<file path="src/rtl/game_pkg.sv">
// game_pkg: tile codes, FSM state type and geometry shared by the Goomba movers
package game_pkg;
   typedef enum logic [7:0] {BDR = 8'd0, SKY = 8'd1, BLK = 8'd2, GND = 8'd3} tile_t;
   typedef enum logic [1:0] {RESET, FALLING, GROUNDED, OFFSCREEN} state_t;
   localparam int CHARACTER_WIDTH = 42;
   localparam int SCREEN_HEIGHT   = 480;
   localparam int BLOCK_WIDTH     = 40;
   localparam int START_Y         = 100;
   localparam int MAX_FALL_SPEED  = 4;
   localparam int GRAVITY_DIV     = 8;
   localparam int RESPAWN_TICKS   = 120;
   localparam int ROWS            = 12;
   localparam int COLS            = 17;
   typedef logic [ROWS-1:0][COLS-1:0][7:0] tile_map_t;
   function automatic logic is_solid(input logic [7:0] t);
      return t == BLK || t == GND;
   endfunction
endpackage

</file>
<file path="src/rtl/goomba_gravity_mover_if.sv">
// goomba_gravity_mover_if: level map and x in, registered y/grounded/offscreen out
interface goomba_gravity_mover_if;
   import game_pkg::*;
   tile_map_t background;
   int        goomba_x;
   int        goomba_y;
   logic      grounded;
   logic      offscreen;
   modport master (output background, goomba_x, input goomba_y, grounded, offscreen);
   modport slave  (input background, goomba_x, output goomba_y, grounded, offscreen);
endinterface

</file>
<file path="src/rtl/goomba_tile_probe.sv">
// goomba_tile_probe: tile row of a probe y and whether either Goomba corner column is solid there
module goomba_tile_probe
   import game_pkg::*;
(
   input  int        x,
   input  int        py,
   input  tile_map_t background,
   output int        row,
   output logic      solid
);
   int         xr;
   logic [4:0] cl, cr;
   logic [7:0] tl, tr;
   // clamp both corner columns to the map and treat rows off the map as open sky
   always_comb begin
      xr    = x + CHARACTER_WIDTH - 1;
      cl    = x < 0 ? 5'd0 : x / BLOCK_WIDTH > COLS - 1 ? 5'(COLS - 1) : 5'(x / BLOCK_WIDTH);
      cr    = xr < 0 ? 5'd0 : xr / BLOCK_WIDTH > COLS - 1 ? 5'(COLS - 1) : 5'(xr / BLOCK_WIDTH);
      row   = py < 0 ? -1 : py / BLOCK_WIDTH;
      tl    = (row >= 0 && row < ROWS) ? background[row[3:0]][cl] : SKY;
      tr    = (row >= 0 && row < ROWS) ? background[row[3:0]][cr] : SKY;
      solid = is_solid(tl) || is_solid(tr);
   end
endmodule

</file>
<file path="src/rtl/goomba_gravity_mover.sv">
// goomba_gravity_mover: tile-quantised gravity for one Goomba; GOOMBA_RESPAWN_EN enables respawn after falling offscreen
module goomba_gravity_mover
   import game_pkg::*;
(
   input logic                   movement_clock,
   input logic                   reset,
   goomba_gravity_mover_if.slave bus
);
   localparam int GCW = $clog2(GRAVITY_DIV) + 1;
   state_t         state, state_n;
   int             y, y_n, y_f, g_row, f_row;
   logic [3:0]     v, v_n, v_sat;
   logic [GCW-1:0] gc, gc_n, gc_inc;
   logic           g_solid, f_solid;
`ifdef GOOMBA_RESPAWN_EN
   localparam int RCW = $clog2(RESPAWN_TICKS);
   logic [RCW-1:0] rc, rc_n;
`endif
   assign y_f          = y + int'(v);
   assign v_sat        = v < 4'(MAX_FALL_SPEED) ? v + 4'd1 : v;
   assign gc_inc       = gc + GCW'(1);
   assign bus.goomba_y = y;
   goomba_tile_probe u_support (
      .x(bus.goomba_x), .py(y + CHARACTER_WIDTH), .background(bus.background),
      .row(g_row), .solid(g_solid)
   );
   goomba_tile_probe u_fall (
      .x(bus.goomba_x), .py(y_f + CHARACTER_WIDTH - 1), .background(bus.background),
      .row(f_row), .solid(f_solid)
   );
   // next state, position, speed and gravity counter
   always_comb begin
      state_n = state;
      y_n     = y;
      v_n     = v;
      gc_n    = gc;
`ifdef GOOMBA_RESPAWN_EN
      rc_n    = rc;
`endif
      case (state)
         RESET: begin
            state_n = FALLING;
            v_n     = 4'd1;
            gc_n    = '0;
         end
         FALLING: begin
            gc_n = gc_inc == GCW'(GRAVITY_DIV) ? '0 : gc_inc;
            v_n  = gc_inc == GCW'(GRAVITY_DIV) ? v_sat : v;
            if (f_solid) begin
               state_n = GROUNDED;
               y_n     = f_row * BLOCK_WIDTH - CHARACTER_WIDTH;
               v_n     = '0;
            end else if (y_f >= SCREEN_HEIGHT) begin
               state_n = OFFSCREEN;
               y_n     = SCREEN_HEIGHT;
`ifdef GOOMBA_RESPAWN_EN
               rc_n    = '0;
`endif
            end else
               y_n = y_f;
         end
         GROUNDED: begin
            state_n = g_solid ? GROUNDED : FALLING;
            v_n     = g_solid ? 4'd0 : 4'd1;
            gc_n    = '0;
            // resting y was produced by a snap, so re-snapping to the support row holds it
            y_n     = g_solid ? g_row * BLOCK_WIDTH - CHARACTER_WIDTH : y;
         end
         default: begin
            y_n = SCREEN_HEIGHT;
`ifdef GOOMBA_RESPAWN_EN
            state_n = rc == RCW'(RESPAWN_TICKS - 1) ? RESET : OFFSCREEN;
            y_n     = rc == RCW'(RESPAWN_TICKS - 1) ? START_Y : SCREEN_HEIGHT;
            rc_n    = rc + RCW'(1);
            v_n     = '0;
            gc_n    = '0;
`endif
         end
      endcase
   end
   // state and registered outputs, cleared asynchronously
   always_ff @(posedge movement_clock or posedge reset) begin
      if (reset) begin
         state         <= RESET;
         y             <= START_Y;
         v             <= '0;
         gc            <= '0;
         bus.grounded  <= 1'b0;
         bus.offscreen <= 1'b0;
`ifdef GOOMBA_RESPAWN_EN
         rc            <= '0;
`endif
      end else begin
         state         <= state_n;
         y             <= y_n;
         v             <= v_n;
         gc            <= gc_n;
         bus.grounded  <= state_n == GROUNDED;
         bus.offscreen <= state_n == OFFSCREEN;
`ifdef GOOMBA_RESPAWN_EN
         rc            <= rc_n;
`endif
      end
   end
endmodule
</file>
<file path="src/flat_wrapper.sv">
// flat-port wrapper written by rule: the top's interface ports become plain ports
module goomba_gravity_mover_flat import game_pkg::*;
  (movement_clock, reset, bus_background, bus_goomba_x, bus_goomba_y, bus_grounded, bus_offscreen);
  goomba_gravity_mover_if bus_i ();
  input logic movement_clock;
  input logic reset;
  input wire logic [$bits(bus_i.background)-1:0] bus_background;
  input wire logic [$bits(bus_i.goomba_x)-1:0] bus_goomba_x;
  output wire logic [$bits(bus_i.goomba_y)-1:0] bus_goomba_y;
  output wire logic [$bits(bus_i.grounded)-1:0] bus_grounded;
  output wire logic [$bits(bus_i.offscreen)-1:0] bus_offscreen;
  assign bus_i.background = bus_background;
  assign bus_i.goomba_x = bus_goomba_x;
  assign bus_goomba_y = bus_i.goomba_y;
  assign bus_grounded = bus_i.grounded;
  assign bus_offscreen = bus_i.offscreen;
  goomba_gravity_mover u_core (.movement_clock(movement_clock), .reset(reset), .bus(bus_i));
endmodule
</file>
<file path="config.mk">
export PLATFORM = sky130hd
export DESIGN_NAME = goomba_gravity_mover_flat
export DESIGN_NICKNAME = d
export VERILOG_FILES = /design/src/rtl/game_pkg.sv /design/src/rtl/goomba_gravity_mover_if.sv /design/src/rtl/goomba_tile_probe.sv /design/src/rtl/goomba_gravity_mover.sv /design/src/flat_wrapper.sv
export SDC_FILE = /design/constraint.sdc
export NUM_CORES = 2
export LEC_CHECK = 0
export CELL_PAD_IN_SITES_DETAIL_PLACEMENT = 1
export CELL_PAD_IN_SITES_GLOBAL_PLACEMENT = 1
export CORE_AREA = 5 5 654 656
export CTS_CLUSTER_DIAMETER = 100
export CTS_CLUSTER_SIZE = 40
export DETAILED_ROUTE_END_ITERATION = 8
export DIE_AREA = 0 0 659 661
export HOLD_SLACK_MARGIN = 0.08
export PLACE_DENSITY_LB_ADDON = 0.1
export SYNTH_ARGS = -nofsm -noshare
export SYNTH_HDL_FRONTEND = slang
export SYNTH_SLANG_ARGS = --single-unit
export TNS_END_PERCENT = 5
</file>
<file path="constraint.sdc">
create_clock -name movement_clock -period 26.1 [get_ports movement_clock]
set_clock_uncertainty 0.15 [all_clocks]
set_input_delay 3.915 -clock movement_clock [delete_from_list [all_inputs] [get_ports movement_clock]]
set_output_delay 3.915 -clock movement_clock [all_outputs]
set_load 0.01 [all_outputs]
</file>
Word level (Yosys, flattened, before mapping)
Index checks and enable logic that the tools add are counted.
{"block": "classes", "n_lt_le_gt_ge": 16, "n_bitwise": 1, "multipliers": 2, "reduce_logical": 14, "n_div": 4, "addsub": 10, "n_mux": 37, "n_eq_ne": 16}
{"op": "$bmux W136 S4", "count": 2}
{"op": "$mux W136", "count": 2}
{"op": "$bmux W8 S5", "count": 4}
{"op": "$mux W32", "count": 5}
{"op": "$div A32 B7 Y32 const B", "count": 4}
{"op": "$lt A32 B1 Y1 const B", "count": 4}
{"op": "$add A32 B7 Y32 const B", "count": 3}
{"op": "$pmux W32 S3", "count": 1}
{"op": "$eq A8 B2 Y1 const B", "count": 8}
{"op": "$ge A32 B1 Y1 const B", "count": 2}
{"op": "$gt A32 B6 Y1 const B", "count": 2}
{"op": "$lt A32 B5 Y1 const B", "count": 2}
{"op": "$mul A32 B4 Y29 const B", "count": 2}
{"op": "$mux W8", "count": 8}
{"op": "$sub A32 B2 Y32 const B", "count": 2}
{"op": "$sub A32 B7 Y32 const B", "count": 2}
{"op": "$add A32 B5 Y32", "count": 1}
{"op": "$ge A32 B10 Y1 const B", "count": 1}
{"op": "$mux W5", "count": 4}
{"op": "$mux W4", "count": 4}
{"op": "$lt A5 B6 Y1 const B", "count": 2}
{"op": "$pmux W4 S3", "count": 1}
{"op": "$lt A4 B5 Y1 const B", "count": 2}
{"op": "$add A4 B1 Y4 const B", "count": 2}
{"op": "19 further kinds", "count": 30}
{"block": "word_totals", "in_bits": 1666, "ff_bits": 44}

Logic depth before layout (Yosys ltp)
{"block": "depth", "ltp_word": 16, "depth_mapped": 102}

Modules after synthesis
Synthesis repeated with hierarchy kept, for this count alone.
{"block": "hier_totals", "hier_cells": 9886, "hier_area_um2": 64160.3}
{"mod": "goomba_tile_probe (u_core.u_support)", "area_per_inst_um2": 28692.5, "instances": 1, "cells_per_inst": 4486}
{"mod": "goomba_tile_probe (u_core.u_fall)", "area_per_inst_um2": 26276.5, "instances": 1, "cells_per_inst": 4186}
{"mod": "goomba_gravity_mover", "area_per_inst_um2": 9191.3, "instances": 1, "cells_per_inst": 1214}

Worst setup path after synthesis
OpenSTA, ideal clock, no wires.
{"block": "synth_path", "kind": "input port to flip-flop", "from": "input bus_goomba_x[21]", "to": "register u_core.y (netlist bit u_core.bus.goomba_y[13])", "path_slack_ps": 5977, "arrival_time_ps": 19843, "path_buffers": 8, "cell_stages": 65, "cell_sequence": "buf_2 > or4_1 > or4b_1 > clkbuf_1 > o31ai_2 > xor2_1 > nand2_1 > o311ai_1 > and2_1 > clkbuf_1 > nor2_1 > a311o_1 > and4_1 > o41ai_1 > nor2_1 > a22o_1 > a22o_1 > or4_1 > [... 29 more ...] > o21a_1 > nand4_1 > nor3_1 > nand4_1 > nor4b_2 > nand2b_1 > nor2_1 > and2_1 > a2111oi_1 > o2111ai_1 > a2111oi_4 > o21ai_2 > and2_1 > buf_6 > buf_6 > mux2_1 > a22oi_1 > o22ai_1"}
{"block": "synth_between", "elab_chain_len": 14, "word_cells_on_any_way": 42, "classes_between": "add/sub: 2; div: 2; order compare: 4; eq/ne: 9; mux: 18; reduce/logical: 7"}
{"element": "start: declaration", "line_no": "flat_wrapper.sv:8", "text": "input wire logic [$bits(bus_i.goomba_x)-1:0] bus_goomba_x;"}
{"element": "$add A32 B7 Y32", "line_no": "goomba_tile_probe.sv:16", "text": "xr = x + CHARACTER_WIDTH - 1;"}
{"element": "$sub A32 B2 Y32", "line_no": "goomba_tile_probe.sv:16"}
{"element": "$div A32 B7 Y32", "line_no": "goomba_tile_probe.sv:18", "text": "cr = xr < 0 ? 5'd0 : xr / BLOCK_WIDTH > COLS - 1 ? 5'(COLS - 1) : 5'(xr / BLOCK_WIDTH);"}
{"element": "$gt A32 B6 Y1", "line_no": "goomba_tile_probe.sv:18"}
{"element": "$mux W5 (2 in series)", "line_no": "goomba_tile_probe.sv:18"}
{"element": "$bmux W8 S5", "line_no": "goomba_tile_probe.sv:21", "text": "tr = (row >= 0 && row < ROWS) ? background[row[3:0]][cr] : SKY;"}
{"element": "$mux W8 (implied by the code)", "line_no": "goomba_tile_probe.sv:21"}
{"element": "$mux W8", "line_no": "goomba_tile_probe.sv:21"}
{"element": "$eq A8 B2 Y1", "line_no": "game_pkg.sv:16", "text": "return t == BLK || t == GND;"}
{"element": "$logic_or A1 B1 Y1", "line_no": "game_pkg.sv:16"}
{"element": "$logic_or A1 B1 Y1", "line_no": "goomba_tile_probe.sv:22", "text": "solid = is_solid(tl) || is_solid(tr);"}
{"element": "$mux W32 / $ne A2 B1 Y1 (equally long branches)"}
{"element": "$pmux W32 S3 / $reduce_and A2 Y1 (equally long branches)"}
{"element": "end signal: assignment", "line_no": "goomba_gravity_mover.sv:95", "text": "y <= y_n;"}
{"element": "end: declaration", "line_no": "goomba_gravity_mover.sv:11", "text": "int y, y_n, y_f, g_row, f_row;"}
Several ways; a longest one is shown, not always the timed one. The select of a mux whose other input is x is not followed.
A chain may end at the register's enable or synchronous reset.

Worst setup path after layout
{"block": "layout_path", "from": "input bus_goomba_x[7]", "to": "register u_core.y (netlist bit u_core.bus.goomba_y[30])"}
The elaborated chain is that of the path after synthesis.

==> key figures <==
Clock tree
  – Sink Count: 44
  – CTS Buf Count: 5
  – CTS clk-pin slew, worst paths: 0.07 ns
  – # hold bufs at CTS: 0
  – Clock latency on the worst-skew pair: 0.31 ns
  – Postcts setup bufs: 0
  – Root buffer cell: clkbuf_16
  – Clock Path Buffers: 2
  – Cts repair resizes: 0
  – Htree depth: 2
  – CTS tree: yes

Detailed routing
  – Routed WL per cell: 42.7 µm
  – DRC: 0
  – Iter 0 DRT Violations: 8270
  – Vias: 80800
  – TritonRoute pass-1 iters: 6
  – Vias per cell: 5.36
  – Post-DRT Antenna Nets: 0
  – Final wirelength: 643000 µm

Cells and area
  – Final core utilization: 18.4%
  – Final-stage net count: 11100
  – Share of cells above drive strength 1: 12.5%
  – Design Area, Final: 77600 µm²
  – Most common cell after layout, fill and taps aside: clkdlybuf4s50_1
  – Finished Layout Cells: 15100
  – FILL cells: 50600
  – Most frequent cells in the layout: clkdlybuf4s50_1 (1494), nand2_1 (800), nor2_1 (788)
  – Layout area overhead: 49.5%

Worst hold path
  – Hold Crit Class: flip-flop to flip-flop

Worst setup path
  – Arr. time, crit path: 24.97 ns
  – WP data required: 26.20 ns
  – Crit Path Class: input port to flip-flop
  – Critical Path Sink Type: flip-flop
  – Bufs and invs on worst path: 10
  – Critical path peak fanout: 16
  – CP Launch Type: input port
  – Max incr delay on CP: 1.15 ns
  – Critical path's top delay family: compound AO/OA/AOI/OAI gates
  – CP dominant cell by count: buf_4
  – Slowest cell on the critical path: clkdlybuf4s50_1

GRT
  – Vias in the first global route: 78100
  – Largest net degree at the start of global routing: 82
  – Congestion Overflow GR: 0
  – Initial antenna violation count: 398
  – Global-route usage over all layers: 27.8%
  – First-pass GRT wire length: 814000 µm

Timing
  – RSZ-0062 raised after global routing: no
  – Setup TNS: 0 ns
  – Rel. slew slack: 1.11%
  – Fmax: 0.0402 GHz
  – Worst-Margin Slew: 1.48 ns
  – Worst hold slack: 0.356 ns
  – Final Setup Violations: 0
  – Tcrit/Tclk final: 95.3%
  – Final Critical Period: 24.86 ns
  – Fin. Hold Viols: 0
  – Max Slew Vio Count: 0

Yosys
  – Yosys warning count: 0
  – EDFF count, synth: 0
  – Seq cells post-synth: 44
  – Post-Syn Area: 51900 µm²
  – Top_reg_cell synth: dfrtp_1
  – FFs w/ async S/R, synth: 100%
  – Register area share after synthesis: 2.13%
  – Post-synthesis instance total: 7784
  – Mapped Nets: 9579
  – Distinct cells, synth: 142
  – Syn Area/Cell: 6.67 µm²

Floorplan
  – Core Box Area: 422000 µm²
  – Initial Utilization: 12.3%
  – Floorplan die width: 659 µm
  – Die area: 436000 µm²
  – DIE HEIGHT: 661 µm
  – Num rows: 239
  – I/O pins: 1700

Power
  – P per Cell Area: 41.7 nW/µm²
  – Leak pwr: 0.0271 µW
  – Worst VDD drop: 0.0674 mV

Status
  – Status: finished, final reports clean

Place
  – Gpl congestion: 0.985
  – Post-DP Area: 77000 µm²
  – Inst Count DP: 14900
  – Port buffer count: 1495
  – HPWL after DPL: 553000 µm

Job
  – Max Cap Viol: 0
==> flip-flops by register name, indices dropped and copies added, names as in the netlist <==
signal,cells
u_core.state,2
u_core.gc,4
u_core.bus.grounded,1
u_core.bus.goomba_y,32
u_core.bus.offscreen,1
u_core.v,4
==> worst reg2reg max path: cells and delay by family, from the launching register on <==
family,cells,cell delay [ns]
AOI/OAI and AO/OA,27,10.71
muxes,5,1.77
xor gates and xnor gates,3,1.16
DFF,1,0.53
adders and majority gates,2,0.65
buffers and inverters,9,3.06
and+or+nand+nor,19,6.42
==> metrics by stage <==
stage               power [µW]  worst slack (ns)
CTS                       3190              1.65
floorplan                 1700              5.98
global placement          3080              1.41
detailed placement        3090              1.39
finish                    3230              1.24
global route              3450            0.0398
==> report_power, final <==
| group | internal, µW | total (µW) | switching (µW) |
|---|---|---|---|
| registers | 68.1 | 68.1 | 0 |
| logic | 1180 | 3080 | 1900 |
| clock network | 45.7 | 79.8 | 34.1 |
| total | 1290 | 3230 | 1940 |
==> routing by layer <==
metal | share of wire, % | vias to the layer above | GRT usage [%]
li1 | - | 34200 | -
met4 | 4.1 | 156 | 9.73
met3 | 8.0 | 792 | 7.25
met1 | 45 | 41700 | 37.8
met2 | 43 | 3876 | 42.0
met5 | 0.15 | - | 0
==> final timing paths <==
check / start / end / slack, ns / cells after the start
max in group asynchronous: reset / u_core.gc[3] / 21.35 / 3
min: u_core.gc[3] / u_core.gc[3] / 0.36 / 2
min in group asynchronous: reset / u_core.bus.goomba_y[30] / 3.95 / 3
max reg2reg: u_core.bus.goomba_y[1] / u_core.bus.goomba_y[30] / 1.64 / 65
max: bus_goomba_x[7] / u_core.bus.goomba_y[30] / 1.24 / 64
min reg2reg: u_core.gc[3] / u_core.gc[3] / 0.36 / 2
==> cells by family (layout without fill, tap and decap cells) <==
group	count (synthesis)	in the layout	share of synthesized area, %
simple gates	3242	3242	30.7
flops	44	44	2.13
xor+xnor	419	419	7.17
other cells	0	161	0
fa+ha+maj	135	135	3.27
compound gates	2834	2834	39.2
mux	431	431	11.8
buf+inv	679	2247	5.73
==> Yosys cell counts, types with 42 or more instances <==
master / count / area share [%]
or2_2: 42 / 0.51
clkbuf_1: 297 / 2.1
o2111ai_1: 54 / 0.91
a221oi_1: 78 / 1.3
nand4_1: 128 / 1.5
mux2i_1: 220 / 4.2
nor2_1: 814 / 5.9
and3_1: 90 / 1.1
buf_2: 187 / 1.8
or3_1: 103 / 1.2
a211oi_1: 164 / 2.4
o211ai_1: 122 / 1.8
nand2_1: 813 / 5.9
or4_1: 60 / 0.87
inv_1: 113 / 0.82
o22ai_1: 126 / 1.5
a221o_1: 47 / 0.91
a21o_1: 73 / 1.1
xnor2_1: 269 / 4.5
nor4_1: 202 / 2.4
and2_1: 68 / 0.82
a31oi_1: 147 / 1.8
xor2_1: 144 / 2.4
a21oi_1: 482 / 4.6
o31ai_1: 69 / 1.0
o21ai_0: 481 / 4.6
o221ai_1: 74 / 1.2
nand3_1: 342 / 3.3
a211o_1: 51 / 0.86
nand2b_1: 47 / 0.57
nor3_1: 336 / 3.2
mux4_2: 135 / 5.9
o21a_1: 50 / 0.72
ha_1: 126 / 3.0
a2111oi_0: 51 / 0.86
a22oi_1: 57 / 0.82
mux2_2: 58 / 1.3
==> final cells by class <==
cell class / instances / area, µm² / area share [%]
Timing Repair Buffer: 2114 / 19900 / 25.6
Clock inverter: 3 / 47.5 / 0.0613
Antenna cell: 161 / 403 / 0.520
Sequential cell: 44 / 1100 / 1.42
Clock buffer: 5 / 125 / 0.161
Tap cell: 5543 / 6940 / 8.94
Multi-Input combinational cell: 7061 / 48600 / 62.6
Inverter: 125 / 509 / 0.657
(Power assumes the default switching activity.)
